--- config.mk ---
export PLATFORM = sky130hd
export DESIGN_NAME = qpsk_frame_receiver
export DESIGN_NICKNAME = d
export VERILOG_FILES = /design/src/rtl/qpsk_frame_receiver.sv
export SDC_FILE = /design/constraint.sdc
export NUM_CORES = 1
export LEC_CHECK = 0
export ABC_AREA = 1
export BUFFER_PORTS_ARGS = -buffer_cell sky130_fd_sc_hd__buf_2
export CAP_MARGIN = 20
export CORE_MARGIN = 4
export CORE_UTILIZATION = 63
export CTS_CLUSTER_SIZE = 40
export DETAILED_ROUTE_END_ITERATION = 12
export GPL_ROUTABILITY_DRIVEN = 0
export PLACE_DENSITY = 0.85
export SLEW_MARGIN = 20
export SYNTH_ARGS = -nofsm -noshare
export SYNTH_HDL_FRONTEND = slang
export SYNTH_SLANG_ARGS = --single-unit
--- constraint.sdc ---
create_clock -name clk -period 3.16 [get_ports clk]
set_input_delay 0.316 -clock clk [delete_from_list [all_inputs] [get_ports clk]]
set_output_delay 0.316 -clock clk [all_outputs]
set_load 0.05 [all_outputs]
--- src/rtl/qpsk_frame_receiver.sv ---
// qpsk_frame_receiver
// Hunts the demodulated symbol stream for the sync word. Once it is found, the
// next FRAME_SYMS valid symbols are packed LSB-first into one frame. The frame
// is passed to a single-entry output stage with a valid/ready handshake.
// The hunt for the next frame starts again while a completed frame waits.
module qpsk_frame_receiver #(
  parameter int                               SYM_W      = 2,
  parameter int                               FRAME_SYMS = 14,
  parameter int                               SYNC_SYMS  = 4,
  parameter logic [SYM_W*SYNC_SYMS-1:0]       SYNC_WORD  = 8'hD8,
  localparam int                              DATA_W     = SYM_W * FRAME_SYMS
) (
  input  logic              clk,
  input  logic              rst,
  input  logic [SYM_W-1:0]  sym_i,
  input  logic              sym_valid_i,
  input  logic              resync_i,
  output logic [DATA_W-1:0] frame_o,
  output logic              frame_valid_o,
  input  logic              frame_ready_i,
  output logic              sync_lock_o,
  output logic              overflow_o,
  output logic [7:0]        frame_cnt_o
);

  localparam int                 SYNC_W    = SYM_W * SYNC_SYMS;
  localparam int                 FILL_W    = $clog2(SYNC_SYMS + 1);
  localparam int                 IDX_W     = $clog2(FRAME_SYMS);
  localparam logic [FILL_W-1:0]  FILL_FULL = FILL_W'(SYNC_SYMS);
  localparam logic [IDX_W-1:0]   IDX_LAST  = IDX_W'(FRAME_SYMS - 1);

  typedef enum logic {
    HUNT    = 1'b0,
    COLLECT = 1'b1
  } state_t;

  state_t              state_q;
  logic [SYNC_W-1:0]   sync_sr_q;
  logic [SYNC_W-1:0]   sync_sr_d;
  logic [FILL_W-1:0]   fill_q;
  logic [FILL_W-1:0]   fill_d;
  logic [IDX_W-1:0]    idx_q;
  logic [DATA_W-1:0]   asm_q;
  logic [DATA_W-1:0]   asm_d;
  logic [DATA_W-1:0]   frame_q;
  logic                frame_valid_q;
  logic                sync_lock_q;
  logic                overflow_q;
  logic [7:0]          frame_cnt_q;
  logic                sync_match;
  logic                xfer;
  logic                frame_done;

  // Next sync window, saturating fill count, assembly buffer with the incoming
  // symbol merged in, and the handshake/completion strobes.
  always_comb begin
    sync_sr_d  = {sync_sr_q[SYNC_W-SYM_W-1:0], sym_i};
    fill_d     = (fill_q == FILL_FULL) ? fill_q : fill_q + 1'b1;
    // Fill must cover this symbol too, so a partly flushed window never matches.
    sync_match = (sync_sr_d == SYNC_WORD) && (fill_d == FILL_FULL);
    asm_d      = asm_q;
    asm_d[idx_q*SYM_W +: SYM_W] = sym_i;
    xfer       = frame_valid_q && frame_ready_i;
    // A resync on the completing edge discards the frame.
    frame_done = (state_q == COLLECT) && sym_valid_i && !resync_i &&
                 (idx_q == IDX_LAST);
  end

  // Framing FSM and output stage. The output stage has its own register, so a
  // completed frame can wait while the next frame is hunted for and collected.
  always_ff @(posedge clk or negedge rst) begin
    if (!rst) begin
      state_q       <= HUNT;
      sync_sr_q     <= '0;
      fill_q        <= '0;
      idx_q         <= '0;
      asm_q         <= '0;
      frame_q       <= '0;
      frame_valid_q <= 1'b0;
      sync_lock_q   <= 1'b0;
      overflow_q    <= 1'b0;
      frame_cnt_q   <= '0;
    end else begin
      if (xfer) begin
        frame_cnt_q   <= frame_cnt_q + 8'd1;
        frame_valid_q <= 1'b0;
      end
      // A completion is accepted when the stage is empty or drains on this
      // edge. Otherwise the new frame is dropped and the old frame is kept.
      if (frame_done) begin
        if (!frame_valid_q || xfer) begin
          frame_q       <= asm_d;
          frame_valid_q <= 1'b1;
        end else begin
          overflow_q    <= 1'b1;
        end
      end
      if (resync_i) begin
        state_q     <= HUNT;
        sync_lock_q <= 1'b0;
        idx_q       <= '0;
        fill_q      <= '0;
        sync_sr_q   <= '0;
      end else if (sym_valid_i) begin
        case (state_q)
          HUNT: begin
            sync_sr_q <= sync_sr_d;
            fill_q    <= fill_d;
            if (sync_match) begin
              state_q     <= COLLECT;
              sync_lock_q <= 1'b1;
              idx_q       <= '0;
            end
          end
          COLLECT: begin
            asm_q <= asm_d;
            if (idx_q == IDX_LAST) begin
              state_q     <= HUNT;
              sync_lock_q <= 1'b0;
              idx_q       <= '0;
              fill_q      <= '0;
              sync_sr_q   <= '0;
            end else begin
              idx_q <= idx_q + 1'b1;
            end
          end
          default: state_q <= HUNT;
        endcase
      end
    end
  end

  assign frame_o       = frame_q;
  assign frame_valid_o = frame_valid_q;
  assign sync_lock_o   = sync_lock_q;
  assign overflow_o    = overflow_q;
  assign frame_cnt_o   = frame_cnt_q;

endmodule

==> impl_summary.log, run 1 <==
[metrics] post-synthesis adder-cell area fraction: 2.520%
[metrics] fraction of layout instances using a drive strength above 1: 15.77%
[metrics] Final min period: 2.552 ns
[metrics] leakage component of the power: 2.293 nW
[metrics] filler instances: 469
[metrics] DR vias: 3320
[metrics] count of max-cap constraint violations: 0
[metrics] DIE AREA: 7641 um^2
[metrics] core footprint: 6026 um^2
[metrics] nets@finish: 530
[metrics] number of rows in the core area: 28
[metrics] residual antenna-violating net count after detailed routing: 0
[metrics] Via density: 5.580
[metrics] leading cell type in the layout, fill and taps excluded: nand2_1
[metrics] Diodes inserted: 0
[metrics] beginning of the critical path: idx_q[0]$_DFFE_PN0P_
[metrics] average detailed-routed wire length per instance: 13.92 um
[metrics] Clock Path Buffers: 2
[metrics] synthesized-area fraction occupied by xor and xnor cells: 2.898%
[metrics] part of the Yosys area used for sequential elements: 51.02%
[metrics] post-layout instance count excluding filler cells: 595
[metrics] Setup TNS: 0 ns
[metrics] wire length after detailed routing: 8.281 mm
[metrics] Seq cells post-synth: 81
[metrics] status: completed
[metrics] slew at the pin closest to its max-slew limit: 0.9853 ns
[metrics] number of sinks handled by clock tree synthesis: 81
[metrics] skew final: 0.007335 ns
[metrics] Syn-to-layout area delta: 11.28%
[metrics] commonest non-fill, non-tap cells in the layout: nand2_1 (146), dfrtp_1 (81), nand3_1 (55)
[metrics] final hold vios: 0
[metrics] DIE WIDTH: 87.41 um
[metrics] I/O Pins: 46
[metrics] Starting DRT DRC Count: 244
[metrics] starting utilization of the core area: 65.93%
[metrics] fin crit share: 80.76%
[metrics] data required time of the critical path: 3.38 ns
[metrics] worst reg2reg path startpoint: idx_q[0]$_DFFE_PN0P_
[metrics] CTS H-Tree Depth: 3
[metrics] CP Max Fanout: 17
[metrics] Setup crit end kind: flop
[metrics] number of placed cells counting well taps: 578
[metrics] type of the worst min-delay path: input pin to async pin
[metrics] Worst-path clk slew: 0.08 ns
[metrics] VDD IR-drop max: 0.0003125 V
[metrics] chip height: 87.41 um
[metrics] count of input and output buffers: 45
[metrics] pin count of the biggest net entering global routing: 82
[metrics] TritonCTS clock tree: yes
[metrics] Finished Core Util: 73.36%
[metrics] startpoint type of the worst setup path: flop
[metrics] drt first pass iters: 4
[metrics] syn avg cell area: 8.399 um^2
[metrics] power per unit of standard cell area: 464.7 nW/um^2
[metrics] start-to-end type of the worst setup path: flop to flop
[metrics] CTS buffer count: 9
[metrics] dominant combinational cell family by area after synthesis: simple AND/OR/NAND/NOR gates
[metrics] wire length of the first global-routing pass: 14.58 mm
[metrics] Post-CTS Hold Fix Bufs: 0
[metrics] post-synth net total: 488
[metrics] number of buffers added for setup after CTS: 0
[metrics] count of final setup violators: 0
[metrics] Post-Synth Simple-Gate Area: 27.12%
[metrics] post-synthesis instance area: 3973 um^2
[metrics] worst skew pair latency: 0.35 ns
[metrics] clock root buffer: clkbuf_8
[metrics] worst hold-check slack: 0.1114 ns
[metrics] Gates resized, CTS repair: 0
[metrics] Critical Path AT: 2.78 ns
[metrics] Fmax achieved: 391.9 MHz
[metrics] Synth Warn #: 0
[metrics] synthesized instance count: 473
[metrics] aggregate global-route resource usage: 24.36%
[metrics] slack of the worst reg-to-reg path: 0.61 ns
[metrics] number of different library cells in the post-synthesis netlist: 30
[metrics] mux cell area share after synthesis: 0.2835%
[metrics] drc violations: 0
[metrics] RSZ-0062 raised after global routing: false
[metrics] final HPWL from detailed placement: 5.814 mm
[metrics] worst-case headroom to the max-slew limit: 34.32%
[metrics] fraction of the mapped netlist area in compound gates: 9.732%
[metrics] Final Max Slew Viols: 0
[metrics] antenna violations before repair: 0
[metrics] total overflow reported by the global router: 0
[metrics] via count of the first global-routing pass: 3242
## flip-flops by register name, summed over array words and instances (netlist names)
register and cells:
frame_o 28, asm_q 28, sync_lock_o 1, frame_cnt_o 8, idx_q 4, frame_valid_o 1, fill_q 3, state_q 1
overflow_o 1, sync_sr_q 6
## final cells by class
cell class                 instances  area, um^2  share of cell area [%]
inverter                          46       172.7                   3.906
sequential                        81        2027                   45.85
clock inverter                     3       15.01                  0.3397
clock buffer                      13       158.9                   3.595
tap                               75       93.84                   2.123
timing repair buffer              47       262.8                   5.944
multi-input combinational        330        1690                   38.24
## per-layer routing
layer	vias to the layer above	track usage (%)	share of wire, %
met5	-	0	0
met4	0	9.763	3.1
met3	24	6.339	6.0
met2	108	38.22	47
met1	1551	32.33	44
li1	1637	-	-
## cell families after synthesis
group,after synthesis
adder cells (fa/ha/maj),8
AO/OA/AOI/OAI,64
AND/OR/NAND/NOR,246
multiplexers,1
flip-flops,81
XOR/XNOR,11
buffers and inverters,62
## Yosys cell counts, drive strengths merged
library cell  count  area [um^2]
nor3b             1        7.510
nand3            55        275.3
o21ai            56        317.8
inv              44        165.2
nand4            16        100.1
or2               1        6.260
xnor2             2        36.29
o31ai             5        37.54
clkinv            2        7.510
nor3              7        57.55
nand2           147        554.3
mux2              1        11.26
buf               6        45.04
ha                8        100.1
o21bai            1        7.510
dfrtp            81         2027
nor2             19        76.32
a22oi             1        7.510
xor2              9        78.83
a21oi             1        16.27
clkbuf           10        37.54
## worst max-delay path: stages (launching register included)
cell and delay [ns]:
dfrtp_1 0.51, clkinv_1 0.29, ha_1 0.37, xnor2_4 0.42
inv_1 0.21, nor2_1 0.26, nand2_1 0.10, o21ai_0 0.15
o21ai_0 0.12
## final timing paths
| kind | cells past startpoint | to |
|---|---|---|
| hold / removal | 1 | frame_cnt_o[0]$_DFFE_PN0P_ |
| min in group clk | 2 | frame_valid_o$_DFF_PN0_ |
| max in group asynchronous | 1 | frame_o[26]$_DFFE_PN0P_ |
| setup / recovery | 8 | asm_q[18]$_DFFE_PN0P_ |
| setup reg to reg | 8 | asm_q[18]$_DFFE_PN0P_ |
| hold reg to reg | 2 | frame_o[0]$_DFFE_PN0P_ |
## stage by stage
step | area (um^2) | total power, W | setup WS [ns]
floorplan | 3973 | 0.001318 | 1.086
global placement | 4219 | 0.001382 | 0.7338
detailed placement | 4219 | 0.001394 | 0.6236
CTS | 4393 | 0.002065 | 0.5872
global route | 4420 | 0.002170 | 0.3678
finish | 4420 | 0.002054 | 0.6081
## power by group
part	switching (W)	internal, W
clock network	0.000351	0.000325
logic	0.000195	0.0000749
registers	0.0000279	0.00108
No activity file was read; power rests on OpenSTA's default activity.
==> inputs of run 2 (changes only) <==
Settings changed: CORE_UTILIZATION 63 to 58, PLACE_DENSITY 0.85 to 0.79.
Clock period 3.16 ns to 2.65 ns, I/O delays scaled along.
==> impl_summary.log, run 2 (synthesized netlist as in run 1, its figures left out) <==
[metrics] CP Max Fanout: 9 (was 17)
[metrics] Starting DRT DRC Count: 257 (was 244)
[metrics] power per unit of standard cell area: 567.9 nW/um^2 (was 464.7 nW/um^2)
[metrics] wire length of the first global-routing pass: 14.66 mm (was 14.58 mm)
[metrics] category of cells accounting for the largest share of critical-path delay: flip-flops (unchanged)
[metrics] VDD IR-drop max: 0.0003839 V (was 0.0003125 V)
[metrics] Setup crit end kind: flop (unchanged)
[metrics] number of rows in the core area: 29 (was 28)
[metrics] count of input and output buffers: 45 (unchanged)
[metrics] nets@finish: 539 (was 530)
[metrics] Pint: 0.001848 W (was 0.001480 W)
[metrics] type of the worst min-delay path: input pin to flop (was input pin to async pin)
[metrics] slew at the pin closest to its max-slew limit: 1.003 ns (was 0.9853 ns)
[metrics] relative contribution of combinational cells to total power: 13.2% (about the same)
[metrics] final HPWL from detailed placement: 5.769 mm (was 5.814 mm)
[metrics] DIE AREA: 8237 um^2 (was 7641 um^2)
[metrics] Fmax achieved: 421.7 MHz (was 391.9 MHz)
[metrics] via count of the first global-routing pass: 3171 (was 3242)
[metrics] CTS H-Tree Depth: 3 (unchanged)
[metrics] sequential fraction of design power: 51.6% (was 53.9%)
[metrics] worst hold-check slack: 0.1367 ns (was 0.1114 ns)
[metrics] count of max-cap constraint violations: 0 (unchanged)
[metrics] drt first pass iters: 5 (was 4)
[metrics] Largest stage delay, worst path: 0.48 ns (was 0.51 ns)
[metrics] Syn-to-layout area delta: 13.70% (was 11.28%)
[metrics] fin crit share: 89.49% (was 80.76%)
[metrics] Worst-path clk slew: 0.08 ns (about the same)
[metrics] start-to-end type of the worst setup path: flop to flop (unchanged)
[metrics] final hold vios: 0 (unchanged)
[metrics] overall power consumption: 0.002565 W (was 0.002054 W)
[metrics] number of sinks handled by clock tree synthesis: 81 (unchanged)
[metrics] fraction of layout instances using a drive strength above 1: 17.58% (was 15.77%)
[metrics] worst skew pair latency: 0.35 ns (about the same)
[metrics] RSZ-0062 raised after global routing: false (unchanged)
[metrics] Critical Path AT: 2.58 ns (was 2.78 ns)
[metrics] most used cell, CP: o21ai_0 (unchanged)
[metrics] TritonCTS clock tree: yes (unchanged)
[metrics] pin count of the biggest net entering global routing: 82 (unchanged)
[metrics] Via density: 5.426 (was 5.580)
[metrics] count of final setup violators: 0 (unchanged)
[metrics] commonest non-fill, non-tap cells in the layout: nand2_1 (146), dfrtp_1 (80), nand3_1 (55) (was nand2_1 (146), dfrtp_1 (81), nand3_1 (55))
[metrics] I/O Pins: 46 (unchanged)
[metrics] core footprint: 6495 um^2 (was 6026 um^2)
[metrics] data required time of the critical path: 2.86 ns (was 3.38 ns)
[metrics] Buf/Inv on CP: 2 (unchanged)
[metrics] wire length after detailed routing: 8.383 mm (was 8.281 mm)
[metrics] Final Max Slew Viols: 0 (unchanged)
[metrics] leading cell type in the layout, fill and taps excluded: nand2_1 (unchanged)
[metrics] startpoint type of the worst setup path: flop (unchanged)
[metrics] total overflow reported by the global router: 0 (unchanged)
[metrics] Sw Share: 27.97% (was 27.94%)
[metrics] leakage component of the power: 2.337 nW (was 2.293 nW)
[metrics] antenna violations before repair: 0 (unchanged)
[metrics] worst-case headroom to the max-slew limit: 32.75% (was 34.32%)
[metrics] status: completed (unchanged)
[metrics] Setup TNS: 0 ns (unchanged)
[metrics] DIE WIDTH: 90.76 um (was 87.41 um)
[metrics] Diodes inserted: 0 (unchanged)
[metrics] aggregate global-route resource usage: 21.85% (was 24.36%)
[metrics] average detailed-routed wire length per instance: 13.83 um (was 13.92 um)
[metrics] net load switching power: 0.0007174 W (was 0.0005740 W)
[metrics] clock root buffer: clkbuf_8 (unchanged)
[metrics] starting utilization of the core area: 61.16% (was 65.93%)
[metrics] Clock Path Buffers: 2 (unchanged)
[metrics] critical-path cell list: clkinvlp_4, ha_1, xnor2_4, buf_4, nor3_4, nand2_1, o21ai_0, o21ai_0 (was clkinv_1, ha_1, xnor2_4, inv_1, nor2_1, nand2_1, o21ai_0, o21ai_0)
[metrics] DR vias: 3288 (was 3320)
[metrics] skew final: 0.009124 ns (was 0.007335 ns)
[metrics] residual antenna-violating net count after detailed routing: 0 (unchanged)
[metrics] clock share of power: 35.2% (was 32.9%)
[metrics] Final min period: 2.372 ns (was 2.552 ns)
[metrics] drc violations: 0 (unchanged)
[metrics] Crit-path slowest cell: dfrtp_2 (was dfrtp_1)
[metrics] chip height: 90.76 um (was 87.41 um)
[metrics] CTS buffer count: 9 (unchanged)
run 2: metal layers:
metal	GRT usage (%)	vias to the layer above	part of all wire [%]
met2	34.16	86	48
met3	5.750	9	4.8
met5	0	-	0
met1	29.69	1547	46
li1	-	1646	-
met4	7.143	0	1.3
run 2: worst reg2reg max path: cells and delay by family, from the launching register on:
family | cells | cell delay [ns]
AO/OA/AOI/OAI | 2 | 0.42
flip-flops | 1 | 0.48
AND/OR/NAND/NOR | 2 | 0.42
XOR/XNOR | 1 | 0.20
adder cells (fa/ha/maj) | 1 | 0.33
buffers and inverters | 2 | 0.38
run 2: stage by stage:
stage | setup WS [ns] | area (um^2) | cells | util, %
finish | 0.2785 | 4517 | 606 | 69.54
global route | 0.09232 | 4517 | 606 | 69.54
CTS | 0.06717 | 4461 | 600 | 68.68
detailed placement | 0.07508 | 4264 | 584 | 65.65
global placement | 0.2914 | 4264 | 584 | 65.65
floorplan | 0.5758 | 3973 | 473 | -
run 2: repair_timing:
| action | 4_1_cts | 5_1_grt |
|---|---|---|
| gates resized for setup | 0 | 3 |
| hold buffers | 0 | 1 |
| endpoints found under the setup margin | 0 | 17 |
| setup buffers | 0 | 5 |
| hold endpoints to repair | 0 | 7 |
run 2: cell type report:
| class | count | area, um^2 |
|---|---|---|
| flip-flops and latches | 81 | 2028 |
| fillers | 550 | 1978 |
| multi-input cells | 330 | 1690 |
| repair buffers | 56 | 329.1 |
| inverters | 46 | 176.4 |
| clock buffers | 11 | 141.4 |
| well taps | 77 | 96.34 |
| clock inverters | 5 | 55.05 |
run 2: path summary, 6_finish.rpt:
path                                            start                         end  slack (ns)  cells past startpoint
setup / recovery                 idx_q[0]$_DFFE_PN0P_       asm_q[11]$_DFFE_PN0P_        0.28                      8
min in group asynchronous                         rst  frame_cnt_o[0]$_DFFE_PN0P_        0.51                      2
hold reg to reg            frame_cnt_o[7]$_DFFE_PN0P_  frame_cnt_o[7]$_DFFE_PN0P_        0.48                      1
setup reg to reg                 idx_q[0]$_DFFE_PN0P_       asm_q[11]$_DFFE_PN0P_        0.28                      8
max in group asynchronous                         rst        idx_q[0]$_DFFE_PN0P_        1.62                      2
hold / removal                          frame_ready_i     frame_valid_o$_DFF_PN0_        0.14                      2
run 2: power by group through the flow:
stage	clock, W	sequential, W	combinational [W]
floorplan	0	0.00137	0.000204
global placement	0	0.00134	0.000309
detailed placement	0	0.00135	0.000320
CTS	0.000919	0.00132	0.000321
global route	0.000981	0.00133	0.000387
finish	0.000903	0.00132	0.000339
